File: src/rtl/sn76489_bus_if.sv
// rtl/sn76489_bus_if.sv - CPU write port and register file of the SN76489-compatible sound core
//
// Absorbs CPU byte writes on the nWE/nCE/D bus, applies the SN76489 latch/data
// byte protocol and holds the register file consumed by the tone/noise
// generators and the mixer. READY drops for BUSY_CYCLES clocks per accepted write.
//
// Ports:
//   CLK, nRST        core clock, synchronous active-low reset
//   nWE, nCE         CPU write strobe and chip enable (active-low, asynchronous)
//   D[7:0]           write data, stable for the whole strobe
//   READY            1 = can accept a write, 0 = busy
//   vol0..vol3       4-bit attenuation per channel (vol3 = noise channel)
//   tone0..tone2     10-bit tone dividers
//   noise[2:0]       noise control ([2] white/periodic, [1:0] shift rate)
//   noise_rst        one-cycle pulse on every noise register write

module sn76489_bus_if #(
  parameter int BUSY_CYCLES = 32,
  parameter int SYNC_STAGES = 2
) (
  input  logic       CLK,
  input  logic       nRST,
  input  logic       nWE,
  input  logic       nCE,
  input  logic [7:0] D,
  output logic       READY,
  output logic [3:0] vol0,
  output logic [3:0] vol1,
  output logic [3:0] vol2,
  output logic [3:0] vol3,
  output logic [9:0] tone0,
  output logic [9:0] tone1,
  output logic [9:0] tone2,
  output logic [2:0] noise,
  output logic       noise_rst
);

  localparam logic [1:0] ST_IDLE = 2'd0;
  localparam logic [1:0] ST_BUSY = 2'd1;
  localparam logic [1:0] ST_HOLD = 2'd2;

  localparam logic [7:0] CNT_LOAD = 8'(BUSY_CYCLES - 1);

  logic [SYNC_STAGES-1:0] wr_sync;
  logic [SYNC_STAGES-1:0] flush;
  logic                   wr_s;
  logic                   wr_prev;
  logic                   armed;
  logic                   wr_fall;
  logic                   accept;

  logic [1:0]             state;
  logic [7:0]             cnt;

  logic [3:0]             vol [4];
  logic [9:0]             tone0_q, tone1_q, tone2_q;
  logic [2:0]             noise_q;
  logic [1:0]             latch_ch;
  logic                   latch_vol;

  logic [1:0]             wr_ch;
  logic                   wr_vol;
  logic [9:0]             tone_cur;
  logic [9:0]             tone_new;

  assign wr_s = wr_sync[SYNC_STAGES-1];

  // Synchroniser on the combined strobe; flops reset to the idle (high) level.
  always_ff @(posedge CLK) begin
    if (!nRST) begin
      wr_sync <= '1;
      flush   <= '0;
      wr_prev <= 1'b1;
      armed   <= 1'b0;
    end else begin
      wr_sync <= {wr_sync[SYNC_STAGES-2:0], nWE | nCE};
      flush   <= {flush[SYNC_STAGES-2:0], 1'b1};
      wr_prev <= wr_s;
      // The reset value of the synchroniser looks like a released strobe, so a
      // strobe held low across reset would otherwise show up as a falling
      // edge. Edges only count once a genuine post-reset high has been seen.
      armed   <= armed | (flush[SYNC_STAGES-1] & wr_s);
    end
  end

  assign wr_fall = armed & wr_prev & ~wr_s;
  assign accept  = wr_fall && (state == ST_IDLE);

  always_ff @(posedge CLK) begin
    if (!nRST) begin
      state <= ST_IDLE;
      cnt   <= '0;
    end else begin
      case (state)
        ST_IDLE: begin
          if (accept) begin
            state <= ST_BUSY;
            cnt   <= CNT_LOAD;
          end
        end
        ST_BUSY: begin
          if (cnt == 8'd0) state <= ST_HOLD;
          else             cnt   <= cnt - 8'd1;
        end
        ST_HOLD: begin
          if (wr_s) state <= ST_IDLE;
        end
        default: state <= ST_IDLE;
      endcase
    end
  end

  assign READY = (state != ST_BUSY);

  // Target of this byte: a latch byte names its own target, a data byte reuses the latch.
  always_comb begin
    wr_ch    = D[7] ? D[6:5] : latch_ch;
    wr_vol   = D[7] ? D[4]   : latch_vol;
    tone_cur = '0;
    case (wr_ch)
      2'd0:    tone_cur = tone0_q;
      2'd1:    tone_cur = tone1_q;
      2'd2:    tone_cur = tone2_q;
      default: tone_cur = '0;
    endcase
    tone_new = D[7] ? {tone_cur[9:4], D[3:0]} : {D[5:0], tone_cur[3:0]};
  end

  always_ff @(posedge CLK) begin
    if (!nRST) begin
      vol       <= '{default: 4'hF};
      tone0_q   <= '0;
      tone1_q   <= '0;
      tone2_q   <= '0;
      noise_q   <= '0;
      noise_rst <= 1'b0;
      latch_ch  <= '0;
      latch_vol <= 1'b0;
    end else begin
      noise_rst <= 1'b0;
      if (accept) begin
        if (D[7]) begin
          latch_ch  <= D[6:5];
          latch_vol <= D[4];
        end
        if (wr_vol) begin
          vol[wr_ch] <= D[3:0];
        end else begin
          case (wr_ch)
            2'd0: tone0_q <= tone_new;
            2'd1: tone1_q <= tone_new;
            2'd2: tone2_q <= tone_new;
            default: begin
              noise_q   <= D[2:0];
              noise_rst <= 1'b1;
            end
          endcase
        end
      end
    end
  end

  assign vol0  = vol[0];
  assign vol1  = vol[1];
  assign vol2  = vol[2];
  assign vol3  = vol[3];
  assign tone0 = tone0_q;
  assign tone1 = tone1_q;
  assign tone2 = tone2_q;
  assign noise = noise_q;

endmodule

File: config.mk
export PLATFORM = sky130hd
export DESIGN_NAME = sn76489_bus_if
export DESIGN_NICKNAME = d
export VERILOG_FILES = /design/src/rtl/sn76489_bus_if.sv
export SDC_FILE = /design/constraint.sdc
export NUM_CORES = 1
export LEC_CHECK = 0
export CAP_MARGIN = 20
export CORE_ASPECT_RATIO = 1.25
export CORE_UTILIZATION = 50
export CTS_CLUSTER_SIZE = 30
export DETAILED_ROUTE_END_ITERATION = 10
export MAX_ROUTING_LAYER = met4
export PLACE_DENSITY = 0.79
export SLEW_MARGIN = 0
export SYNTH_ARGS = -nofsm -noshare
export SYNTH_HDL_FRONTEND = slang
export SYNTH_SLANG_ARGS = --single-unit
File: constraint.sdc
create_clock -name CLK -period 3 [get_ports CLK]
set_clock_uncertainty 0.2 [all_clocks]
set_input_delay 0.75 -clock CLK [delete_from_list [all_inputs] [get_ports CLK]]
set_output_delay 0.75 -clock CLK [all_outputs]
set_load 0.01 [all_outputs]
# ---- Word-level counts from Yosys, hierarchy flattened
# Index checks and enable logic that the tools add are counted.
dict set report totals {
  ff_bits 69
  inputBits 12
  out_inout_bits 51
  word_cells 72
}
dict set report classes {
  n_addsub 1
  magnitude_cmp 2
  eq_ne 9
  n_mux 16
  n_bitwise 11
  n_reduce_logical 15
}
# operator n
set ops {}
lappend ops {{case mux 10 bit (2 select lines)} 1}
lappend ops {{AND reduction 3 bit} 6}
lappend ops {{bitwise mux 16 bit} 1}
lappend ops {{two-way mux 8 bit} 2}
lappend ops {{case mux 8 bit (2 select lines)} 1}
lappend ops {{two-way mux 10 bit} 1}
lappend ops {{demux 4 bit (select 2 bit)} 1}
lappend ops {{logical NOT 8 bit} 1}
lappend ops {{two-way mux 2 bit} 4}
lappend ops {{inequality test 2 bit, second input constant} 4}
lappend ops {{subtractor 8 x 1 -> 8 bit, second input constant} 1}
lappend ops {{case mux 2 bit (3 select lines)} 1}
lappend ops {{OR reduction 3 bit} 2}
lappend ops {{NOT 1 bit} 5}
lappend ops {{equality test 2 x 1 -> 1 bit, second input constant} 2}
lappend ops {{equality test 2 bit, second input constant} 2}
lappend ops {{logical NOT 2 bit} 2}
lappend ops {{two-way mux 4 bit} 1}
lappend ops {{AND 1 bit} 3}
lappend ops {{greater-or-equal comparator 3 bit, second input constant} 1}
lappend ops {{< comparator 3 x 1 -> 1 bit, second input constant} 1}
lappend ops {{two-way mux 1 bit} 3}
lappend ops {{NOT 2 -> 3 bit} 1}
lappend ops {{logical AND 1 bit} 2}
lappend ops {{4 further kinds} 5}

# ---- Logic depth before layout (Yosys ltp)
dict set report depth {
  ltp_word 7
  depth_mapped 10
  mapped_depth_nobuf 7
}

# ---- Worst setup path after synthesis
# No wires, ideal clock.
dict set report synth_path {
  path_kind {input-to-reg}
  start {input port D[7]}
  end {register tone0_q[6] (netlist: tone0[6])}
  setup_ps 123
  arrival_time_ps 2381
  t_required_ps 2677
  setup_slack_ps 296
  stages 10
  n_path_buf 3
  path_cell_list {buf_2 -> mux2i_1 -> inv_1 -> ha_1 -> buf_2 -> clkbuf_1 -> a22oi_1 -> a21oi_1 -> a21oi_1 -> a21oi_1}
}
dict set report synth_between {
  elab_chain_len 4
  elab_cells_between_ends 9
  cone_classes {eq/ne: 2; mux: 4; bitwise: 1; reduce/logical: 2}
}
# element line_no
set synth_rtl {}
lappend synth_rtl {{from (decl)} 25} ;# input logic [7:0] D,
lappend synth_rtl {{two-way mux 2 bit *} -}
lappend synth_rtl {{net wr_ch[0]} 61} ;# logic [1:0] wr_ch;
lappend synth_rtl {{equality test 2 bit / equality test 2 x 1 -> 1 bit (equally long branches)} 120} ;# case (wr_ch)
lappend synth_rtl {{case mux 10 bit (2 select lines)} 120}
lappend synth_rtl {{two-way mux 10 bit} 126} ;# tone_new = D[7] ? {tone_cur[9:4], D[3:0]} : {D[5:0], tone_cur[3:0]};
lappend synth_rtl {{to (signal assigned)} 150} ;# 2'd0: tone0_q <= tone_new;
lappend synth_rtl {{to (decl)} 56} ;# logic [9:0] tone0_q, tone1_q, tone2_q;
# Mark *: on every way through the listed nets, which the timed path passes. The rest lies on a longest branch.
# A chain may end at the register's enable or synchronous reset.

# ---- Final worst setup path
dict set report layout_path {
  start {input port D[7]}
  end {register tone0_q[8] (netlist: tone0[8])}
}
dict set report layout_between {
  elab_chain_len 4
  elab_cells_between_ends 9
  cone_classes {eq/ne: 2; mux: 4; bitwise: 1; reduce/logical: 2}
}
# element line_no
set layout_rtl {}
lappend layout_rtl {{two-way mux 2 bit} -}
lappend layout_rtl {{equality test 2 bit / equality test 2 x 1 -> 1 bit (equally long branches)} 120}
lappend layout_rtl {{case mux 10 bit (2 select lines)} 120}
lappend layout_rtl {{two-way mux 10 bit} 126}
# Parallel ways exist; a longest one is shown, timed or not.

==> out/qor.csv <==
metric,value,unit
gp_congestion,0.855,
grt_pass1_vias,2571,
power_leakage,1.53,nW
final.period_utilization,92.9,%
multi_input_area,1370,um^2
synthMostInstantiatedCell,dfxtp_1,
maxSlewHeadroom,52.1,%
syn_area,2960,um^2
yosys.cell_types.count,41,
drc,16,
syn_nets,363,
power,1.98,mW
cts_max_path_buffers,2,
die_y,88.0,um
grt_use_total,26.3,%
critPathLaunchType,primary input,
ff2ff_setup_slack,0.85,ns
crit_required,3.01,ns
avgSynthCellArea,8.57,um^2
seq_area_frac_synth,46.7,%
area_growth,32.7,%
cp_cell_sequence,"clkdlybuf4s50_1, mux2i_1, buf_4, buf_4, ha_1, a22oi_1, a21oi_1, a2111oi_2, a21oi_1",
netlist.area_leader.share,46.7,%
fin_util,70.6,%
die-area,6230,um^2
outcome,"finished, violations left",
synth_cells,345,
numPortBuffers,62,
worst_pin_slew,0.719,ns
clk_pin_slew,0.07,ns
num_antenna_cells,0,
hp-class,reg -> reg,
slowest_stage,clkdlybuf4s50_1,
wire_per_inst,15.5,um
drive_gt1_share,11.7,%
htreeDepth,3,
dr_total_vias,2791,
viasPerCell,5.79,
fin_tns_setup,0,ns
post-cts-setup-buffers,0,
async_flop_share,0,%
ir_drop,0.405,mV
min_period,2.79,ns
grt.busiest_layer,met2,
rsz0062_at_grt,no,
met3_usage,4.14,%
maxCapViolations,0,
ys_warn_count,0,
grt_antenna_before_repair,0,
start_util,53.2,%
first_iter_violations,195,
synth_edf_count,0,
r2r_start,cnt[0],
ys_ff_latch,69,
ctsResizeCount,0,
grt_pass1_wl,12200,um
synth_common_cells,"dfxtp_1 (69), a21oi_1 (46), nand3_1 (42)",
ios,63,
firstDrtPassIters,8,
setup_viol,0,
seq_area,1380,um^2
yosys.area.top_type,dfxtp_1,
hpwlAfterDp,5090,um
clk_latency,0.35,ns
worstHoldStart,wr_sync[0],
post-place-cells,466,
grt_use_met2,43.9,%
violations,DRC,
slew_violations,0,
crit_fanout,5,
cp.arrival,2.79,ns
p_per_area,504,nW/um^2
synth_area_leaders,"dfxtp_1 (47%), a21oi_1 (7.8%), nand3_1 (7.1%)",
numCtsBuffers,9,
layoutNonFillerInstCount,482,
synth_top_flop_cell,dfxtp_1,
end_kind,flip-flop,
fillers,456,
path_buf_inv,3,
reg2reg_depth,6,
hold_end,wr_sync[1],
cpPeakStageDelay,0.57,ns
fin_nets,431,
startpoint,D[7],
grt_start_max_net_pins,53,
place_ws,-0.0907,ns
die_w,70.8,um
core,5560,um^2
cpLargestDelayFamily,buffers and inverters,
cts_root_buffer,clkbuf_8,
ant_nets,0,
whs_path_depth,1,
max_freq,359,MHz
regToRegEndpoint,cnt[2],
grt_remaining_overflow,0,
cts_sinks,69,
cts_tree,done,
crit_type,in -> reg,
hold_viol_final,0,
row_count,30,
hold_buffers,0,
postRouteWirelength,7470,um
setup_ws,0.213,ns
met1_usage,31.0,%
==> state kept, by name, summed over array words and instances, names as in the netlist <==
register,cells
vol2,4
noise,3
armed,1
vol1,4
cnt,8
wr_prev,1
latch_ch,2
state,2
wr_sync,2
vol3,4
tone2,10
noise_rst,1
latch_vol,1
tone0,10
flush,2
vol0,4
tone1,10
==> area by class of cell <==
cell class,instances,share of cell area (%)
clock inverter,6,2.84
timing repair buffer,85,20.9
tap,64,2.04
multi-input combinational,239,34.9
sequential,69,35.2
inverter,9,0.861
clock buffer,10,3.25
==> stage by stage <==
stage	hold WS [ns]	area [um^2]
after floorplan	0.186	2960
after global placement	0.205	3680
after detailed placement	0.200	3680
after CTS	0.221	3920
after global routing	0.254	3920
final	0.217	3920
==> report_power, final <==
group | switching [mW] | internal, mW
Sequential | 0.00390 | 0.922
Clock | 0.355 | 0.552
Combinational | 0.0848 | 0.0579
==> worst max path at each step <==
stage | endpoint | slack, ns | depth (start not counted)
2_1_floorplan | tone0[6] | 0.30 | 10
3_3_place_gp | tone0[8] | -0.01 | 8
3_5_place_dp | tone1[8] | -0.09 | 9
4_1_cts | tone0[0] | 0.24 | 10
5_1_grt | tone1[8] | 0.04 | 9
6_report | tone0[8] | 0.21 | 9
==> logic make-up after synthesis <==
| family | Yosys count | synth area share (%) |
|---|---|---|
| AOI/OAI and AO/OA | 101 | 19.4 |
| xor gates and xnor gates | 2 | 0.593 |
| adders and majority gates | 6 | 2.54 |
| buffers and inverters | 37 | 6.94 |
| DFF | 69 | 46.7 |
| muxes | 5 | 1.74 |
| and+or+nand+nor | 125 | 22.0 |
==> metal layers <==
layer	part of all wire [%]	wire, um
met5	0	0
met4	1.8	136
met3	6.4	480
met2	48	3610
met1	43	3240
==> cell usage in the layout (no fill, tap or decap), types with 2 or more instances in the layout <==
cell	instances
dfxtp_1	69
clkdlybuf4s50_1	62
a21oi_1	46
nand3_1	42
o21ai_0	32
nand2_1	27
buf_4	21
nor2_1	17
inv_1	9
clkbuf_8	9
a211oi_1	8
nand4_1	8
a22oi_1	8
nor3_1	7
nand2b_1	6
ha_1	6
mux2i_1	4
and4_1	3
a311oi_1	3
bufinv_16	3
or3_1	2
xor2_1	2
nand3_2	2
buf_12	2
Power figures use the tool's default switching activity.
